==> config.mk <==
export PLATFORM = sky130hd
export DESIGN_NAME = mem_port_arbiter
export DESIGN_NICKNAME = d
export VERILOG_FILES = /design/src/rtl/mem_port_arbiter.sv
export SDC_FILE = /design/constraint.sdc
export NUM_CORES = 1
export LEC_CHECK = 0
export ABC_AREA = 1
export CAP_MARGIN = 30
export CORE_AREA = 2 2 104 106
export CTS_CLUSTER_DIAMETER = 120
export CTS_CLUSTER_SIZE = 10
export DETAILED_ROUTE_END_ITERATION = 7
export DIE_AREA = 0 0 106 108
export HOLD_SLACK_MARGIN = 0.15
export PLACE_DENSITY = 0.85
export SLEW_MARGIN = 20
export SYNTH_ARGS = -nofsm -noshare
export SYNTH_HDL_FRONTEND = slang
export SYNTH_SLANG_ARGS = --single-unit
==> constraint.sdc <==
create_clock -name clk -period 2.5 [get_ports clk]
set_clock_uncertainty 0.1 [all_clocks]
set_input_delay 0.5 -clock clk [delete_from_list [all_inputs] [get_ports clk]]
set_output_delay 0.5 -clock clk [all_outputs]
set_load 0.02 [all_outputs]
==> src/rtl/mem_port_arbiter.sv <==
// mem_port_arbiter: shares one single-port memory between the instruction-fetch port
// and the load/store port. Data accesses win over fetch, but a fetch that has waited
// through STARVE_LIMIT consecutive data grants is forced through. A fetch cancelled by
// a redirect still completes on the memory side, but its response is discarded.
module mem_port_arbiter #(
  parameter int unsigned STARVE_LIMIT = 4,
  parameter int unsigned CNT_W        = 3
) (
  input  logic        clk,
  input  logic        rst,

  // instruction fetch requester
  input  logic        if_req,
  input  logic [31:0] if_addr,
  input  logic        if_cancel,
  output logic        if_valid,
  output logic [31:0] if_rdata,
  output logic        if_stall,

  // load/store requester
  input  logic        d_req,
  input  logic        d_we,
  input  logic        d_byte,
  input  logic [31:0] d_addr,
  input  logic [31:0] d_wdata,
  output logic        d_valid,
  output logic [31:0] d_rdata,
  output logic        d_stall,

  // single-port memory
  output logic        mem_req,
  output logic        mem_we,
  output logic        mem_byte,
  output logic [31:0] mem_addr,
  output logic [31:0] mem_wdata,
  input  logic [31:0] mem_rdata,
  input  logic        mem_ack
);

  localparam int unsigned AW = 32;
  localparam int unsigned DW = 32;

  // Counter value at which a waiting fetch overrides the data port.
  localparam logic [CNT_W-1:0] STARVE_MAX = CNT_W'(STARVE_LIMIT);

  typedef enum logic [1:0] {
    IDLE    = 2'd0,
    BUSY_IF = 2'd1,
    BUSY_D  = 2'd2
  } state_e;

  state_e           state_q,      state_d;
  logic [CNT_W-1:0] starve_cnt_q, starve_cnt_d;
  logic             drop_q,       drop_d;
  logic             mem_req_q,    mem_req_d;
  logic             mem_we_q,     mem_we_d;
  logic             mem_byte_q,   mem_byte_d;
  logic [AW-1:0]    mem_addr_q,   mem_addr_d;
  logic [DW-1:0]    mem_wdata_q,  mem_wdata_d;

  logic in_idle;
  logic force_if;
  logic grant_d;
  logic grant_if;

  // Arbitration decision, only meaningful in IDLE.
  always_comb begin
    in_idle  = (state_q == IDLE);
    force_if = if_req & d_req & (starve_cnt_q == STARVE_MAX);
    grant_d  = in_idle & d_req & ~force_if;
    grant_if = in_idle & if_req & ~grant_d;
  end

  // Next-state, starvation counter, drop flag and memory-side request registers.
  always_comb begin
    state_d      = state_q;
    starve_cnt_d = starve_cnt_q;
    drop_d       = drop_q;
    mem_req_d    = mem_req_q;
    mem_we_d     = mem_we_q;
    mem_byte_d   = mem_byte_q;
    mem_addr_d   = mem_addr_q;
    mem_wdata_d  = mem_wdata_q;

    unique case (state_q)
      IDLE: begin
        drop_d = 1'b0;
        if (grant_d) begin
          state_d     = BUSY_D;
          mem_req_d   = 1'b1;
          mem_we_d    = d_we;
          mem_byte_d  = d_byte;
          mem_addr_d  = d_addr;
          mem_wdata_d = d_wdata;
          // Count data grants that kept a pending fetch waiting; saturate at the limit.
          if (if_req) begin
            if (starve_cnt_q != STARVE_MAX) begin
              starve_cnt_d = starve_cnt_q + CNT_W'(1);
            end
          end else begin
            starve_cnt_d = '0;
          end
        end else if (grant_if) begin
          state_d      = BUSY_IF;
          mem_req_d    = 1'b1;
          mem_we_d     = 1'b0;
          mem_byte_d   = 1'b0;
          mem_addr_d   = if_addr;
          starve_cnt_d = '0;
        end
      end

      BUSY_IF: begin
        if (mem_ack) begin
          state_d   = IDLE;
          mem_req_d = 1'b0;
          drop_d    = 1'b0;
        end else if (if_cancel) begin
          // Redirect while the fetch is outstanding: the result will be stale.
          drop_d = 1'b1;
        end
      end

      BUSY_D: begin
        if (mem_ack) begin
          state_d   = IDLE;
          mem_req_d = 1'b0;
        end
      end

      default: begin
        state_d   = IDLE;
        mem_req_d = 1'b0;
        drop_d    = 1'b0;
      end
    endcase
  end

  // State and request registers; synchronous reset abandons any access in flight.
  always_ff @(posedge clk) begin
    if (rst) begin
      state_q      <= IDLE;
      starve_cnt_q <= '0;
      drop_q       <= 1'b0;
      mem_req_q    <= 1'b0;
      mem_we_q     <= 1'b0;
      mem_byte_q   <= 1'b0;
      mem_addr_q   <= '0;
      mem_wdata_q  <= '0;
    end else begin
      state_q      <= state_d;
      starve_cnt_q <= starve_cnt_d;
      drop_q       <= drop_d;
      mem_req_q    <= mem_req_d;
      mem_we_q     <= mem_we_d;
      mem_byte_q   <= mem_byte_d;
      mem_addr_q   <= mem_addr_d;
      mem_wdata_q  <= mem_wdata_d;
    end
  end

  // Responses are combinational in the acknowledge cycle so the pipeline sees data without extra latency.
  always_comb begin
    if_valid = mem_ack & (state_q == BUSY_IF) & ~drop_q & ~if_cancel;
    d_valid  = mem_ack & (state_q == BUSY_D);
    if_rdata = mem_rdata;
    d_rdata  = mem_rdata;
    if_stall = if_req & ~if_valid;
    d_stall  = d_req & ~d_valid;
  end

  assign mem_req   = mem_req_q;
  assign mem_we    = mem_we_q;
  assign mem_byte  = mem_byte_q;
  assign mem_addr  = mem_addr_q;
  assign mem_wdata = mem_wdata_q;

  // Memory-side attributes must not move while a request is outstanding.
  a_mem_stable: assert property (@(posedge clk) disable iff (rst)
    (mem_req && !mem_ack) |=> $stable({mem_we, mem_byte, mem_addr, mem_wdata}));

  // The two requesters never complete in the same cycle.
  a_valid_excl: assert property (@(posedge clk) disable iff (rst)
    !(if_valid && d_valid));

endmodule

Word-level counts from Yosys, hierarchy flattened:

Index checks and enable logic that the tools add are counted.
W data, S select, Z words.

* register bits after elaboration: 73
* output and inout bits: 135

* $add $sub $neg: 1
* equal/unequal tests: 8
* multiplexer cells: 20
* bitwise logic cells: 19
* reduce and logical (&&, ||, !) cells: 8

Operator list (number)
* $mux W32: 2
* $and A1 B1 Y1: 12
* $mux W3: 4
* $mux W1: 8
* $reduce_and A2 Y1: 4
* $not A1 Y1: 7
* $mux W2: 3
* $ne A3 B3 Y1 const B: 2
* $pmux W1 S2: 2
* $pmux W2 S2: 1
* $add A3 B1 Y3 const B: 1
* $eq A3 B3 Y1 const B: 1
* $ne A3 B1 Y1 const B: 1
* $ne A3 B2 Y1 const B: 1
* $reduce_and A3 Y1: 1
* $eq A2 B1 Y1 const B: 1
* $eq A2 B2 Y1 const B: 1
* $logic_not A2 Y1: 1
* $ne A2 B1 Y1 const B: 1
* $reduce_bool A2 Y1: 1
* $reduce_or A2 Y1: 1

Depth between registers and ports, before layout:

* depth after elaboration: 9
* gate-level depth with buffers: 11
* mapped depth without buffers: 9

Least setup slack after synthesis:

OpenSTA, ideal clock, no wires.

* path type: register to output
* from: reg state_q[1]
* to: out if_stall
* arrival: 1312 ps
* required time: 1900 ps
* path slack: 588 ps
* cell stages (with the launch flop): 6
* buffers on the path: 0
* path through: dfxtp_1 inv_1 ha_1 nand2_1 nor3_1 nor2_1

* longest elaborated chain between the ends: 6

RTL lines
* start, declared: RTL line 52 `state_e state_q, state_d;`
* start signal, assigned: RTL line 151 `state_q <= state_d;`
* $eq A2 B1 Y1: RTL line 164 `if_valid = mem_ack & (state_q == BUSY_IF) & ~drop_q & ~if_cancel;`
* $and A1 B1 Y1 (3 in a row): RTL line 164
* net if_valid: RTL line 16 `output logic if_valid,`
* $not A1 Y1: RTL line 168 `if_stall = if_req & ~if_valid;`
* $and A1 B1 Y1: RTL line 168
* end, declared: RTL line 18 `output logic if_stall,`

The timed path passes the listed nets, and every way through them passes these cells.

Worst setup path after layout:

* from: in mem_ack
* to: out if_stall

* longest elaborated chain between the ends: 5

RTL lines
* start, declared: RTL line 37 `input logic mem_ack`
* $and A1 B1 Y1 (3 in a row): RTL line 164
* $not A1 Y1: RTL line 168
* $and A1 B1 Y1: RTL line 168

No other way between the ends.

==> results.ini <==
[clock_network]
clock_latency_ns = 0.33
cts_buffer_depth = 2
cts_root_buf = clkbuf_8
cts_hold_buf = 0
path_clk_slew_ns = 0.08
h-tree-depth = 3
cts_tree = yes
cts_buffers = 9
cts_sinks = 73

[critical_path]
crit_type = input pin to primary output
reg2reg_to = starve_cnt_q[2]$_SDFFE_PP0P_
cp_max_fo = 2
cpMostUsedCell = clkdlybuf4s50_1
ff2ff_path_depth = 9
cp-start-kind = input pin
cp-end-kind = primary output
rr_startpoint = state_q[0]$_SDFFE_PP0P_
crit_arrival_ns = 1.79
slowest_stage = clkdlybuf4s50_1
cp_slowest_stage_delay_ns = 0.53
rrSetupSlack_ns = 0.69
crit_start = mem_ack
crit_required_ns = 1.90
path_cells = clkdlybuf4s50_1, nand2_1, nor3_2, nor2_1, clkdlybuf4s50_1

[logic_synthesis]
synth_top_family_by_area = simple AND/OR/NAND/NOR gates
synth-xor-area-share_pct = 0
yosys.area_share.adder_pct = 1.63
synth-compound-area-share_pct = 9.74
synth_top_area_share_pct = 38.2
yosysWarnings = 0
synthDistinctLibCells = 20
postSynthAreaPerCell_um2 = 6.92
synth_seq_cells = 73
synthSimpleGateAreaFrac_pct = 25.4
synth_nets = 694
netlist_instances = 553
yosysTopAreaCell = dfxtp_1
ys_seq_area_share_pct = 38.2
netlist_area_um2 = 3830
synth.area.mux_share_pct = 0
ys_top_cells_by_area = dfxtp_1, buf_4, nand3_1, nand2_1, inv_1

[sta]
setup_slack_ns = 0.112
fmax_mhz = 419
timing.final.crit_share_pct = 95.5
setup_viol = 0
fin_crit_ns = 2.39
report.final.hold_viol_count = 0
tightest_slew_ns = 0.389
drv_slew = 0
rsz0062_at_grt = false
fin_setup_tns_ns = 0
relSlewSlack_pct = 74.1

[global_routing]
grt_max_degree = 70
antenna_found_initial = 0
track_usage_pct = 17.1
grt_first_pass_wirelength_um = 15700
grt_overflow_total = 0
grt_pass1_vias = 3242

[cells_and_area]
insertedDiodeCount = 0
synthToLayoutAreaGrowth_pct = 41.6
final_nets = 795
layout-drive-gt1-share_pct = 5.16

[placement]
post-place-ws_ns = -0.0383
numPortBuffers = 174
hpwl_um = 7000
place_congestion = 0.742

[floorplanning]
start_util_pct = 37.4
num_rows = 37
die_area_um2 = 11400
ios = 271
die_x_um = 106
die_h_um = 108
core_area_um2 = 10200

[route]
routedWlPerCell_um = 12.3
viasPerCell = 4.55
drt-total-wl_um = 9760
dr.first_iter.drc_count = 149
vias = 3617
first_pass_iters = 5
detail_route.drc_violations = 0
ant_nets = 0

[power_and_ir_drop]
p_leak_nw = 2.57
powerDensity_nw_per_um2 = 843
irDropWorstVdd_mv = 0.404

[job]
cap_violations = 0

[worst_hold_path]
hold_start = mem_req$_SDFFE_PP0P_
hold_class = register to register
hold_end = mem_req$_SDFFE_PP0P_
min_path_cells = 2

[run_status]
status = complete, no violations

worst max-delay path, delay by kind of cell:
family        cells  cell delay, ns
simple gates      3            0.29
buf+inv           2            1.00
flip-flops by register name, summed over array words and instances, names as in the netlist:
name / flops
mem_byte: 1
starve_cnt_q: 3
drop_q: 1
mem_req: 1
mem_wdata: 32
mem_addr: 32
mem_we: 1
state_q: 2
layer usage:
layer	track usage, %	part of all wire (%)	vias up
li1	-	-	1864
met1	19.3	41	1585
met2	29.6	48	148
met3	6.87	8.7	20
met4	5.92	2.2	0
met5	0	0	-
worst max-delay path by stage:
stage / cells after the start / slack (ns) / to
after floorplan: 5 / 0.59 / if_stall
after global placement: 4 / -0.006 / if_valid
after detailed placement: 4 / -0.04 / if_valid
after CTS: 5 / 0.03 / if_stall
final: 5 / 0.11 / if_stall
after global routing: 6 / 0.01 / if_stall
Yosys cell counts (all sizes together):
master,instances
buf,84
nand2,83
inv,79
nand3,74
dfxtp,73
nor2,68
o21ai,65
clkbuf,10
a21oi,8
ha,5
a211oi,1
clkinv,1
nand4,1
nor3,1
placed cells by master (no fill, tap or decap), drive strengths merged:
cell type and instances:
dlygate4sd2 1, nand2 83, nand4 1, nor3 1
o21ai 65, clkinv 1, clkbuf 10, dfxtp 73
ha 5, buf 10, nand3 74, nor2 68
clkinvlp 3, a211oi 1, bufinv 2, a21oi 8
dlymetal6s2s 1, clkdlybuf4s50 172, inv 80
report_power, final:
group          internal [mW]  total, mW  switching (mW)
registers               1.43       1.55           0.122
clock network          0.566       1.03           0.467
logic                  0.896       1.99            1.09
total                   2.89       4.57            1.68
final cells by class:
class                      count  area (µm²)
clock buffer                  10         128
timing repair buffer         184        1860
tap                          136         170
sequential                    73        1460
inverter                      80         302
multi-input combinational    306        1410
fill                         981        4810
clock inverter                 6        91.3
stage by stage:
stage / cell area, µm² / utilization [%] / total power [mW] / hold slack, ns / cells
after detailed placement: 5190 / 50.8 / 3.58 / 0.341 / 779
after global placement: 5190 / 50.8 / 3.55 / 0.337 / 779
after global routing: 5420 / 53.0 / 4.90 / 0.365 / 795
after floorplan: 3830 / - / 2.89 / 0.341 / 553
after CTS: 5410 / 52.9 / 4.64 / 0.354 / 795
final: 5420 / 53.0 / 4.57 / 0.351 / 795
timing repair:
action                                  in CTS  in global routing
gates cloned                                 0                  0
setup buffers                                0                  0
endpoints found under the setup margin       1                  2
gates resized for setup                      1                  2
kinds of logic after synthesis:
kind of cell	after synthesis
DFF	73
AOI/OAI and AO/OA	74
buffers and inverters	174
adders and majority gates	5
and+or+nand+nor	227
(Power assumes the default switching activity.)
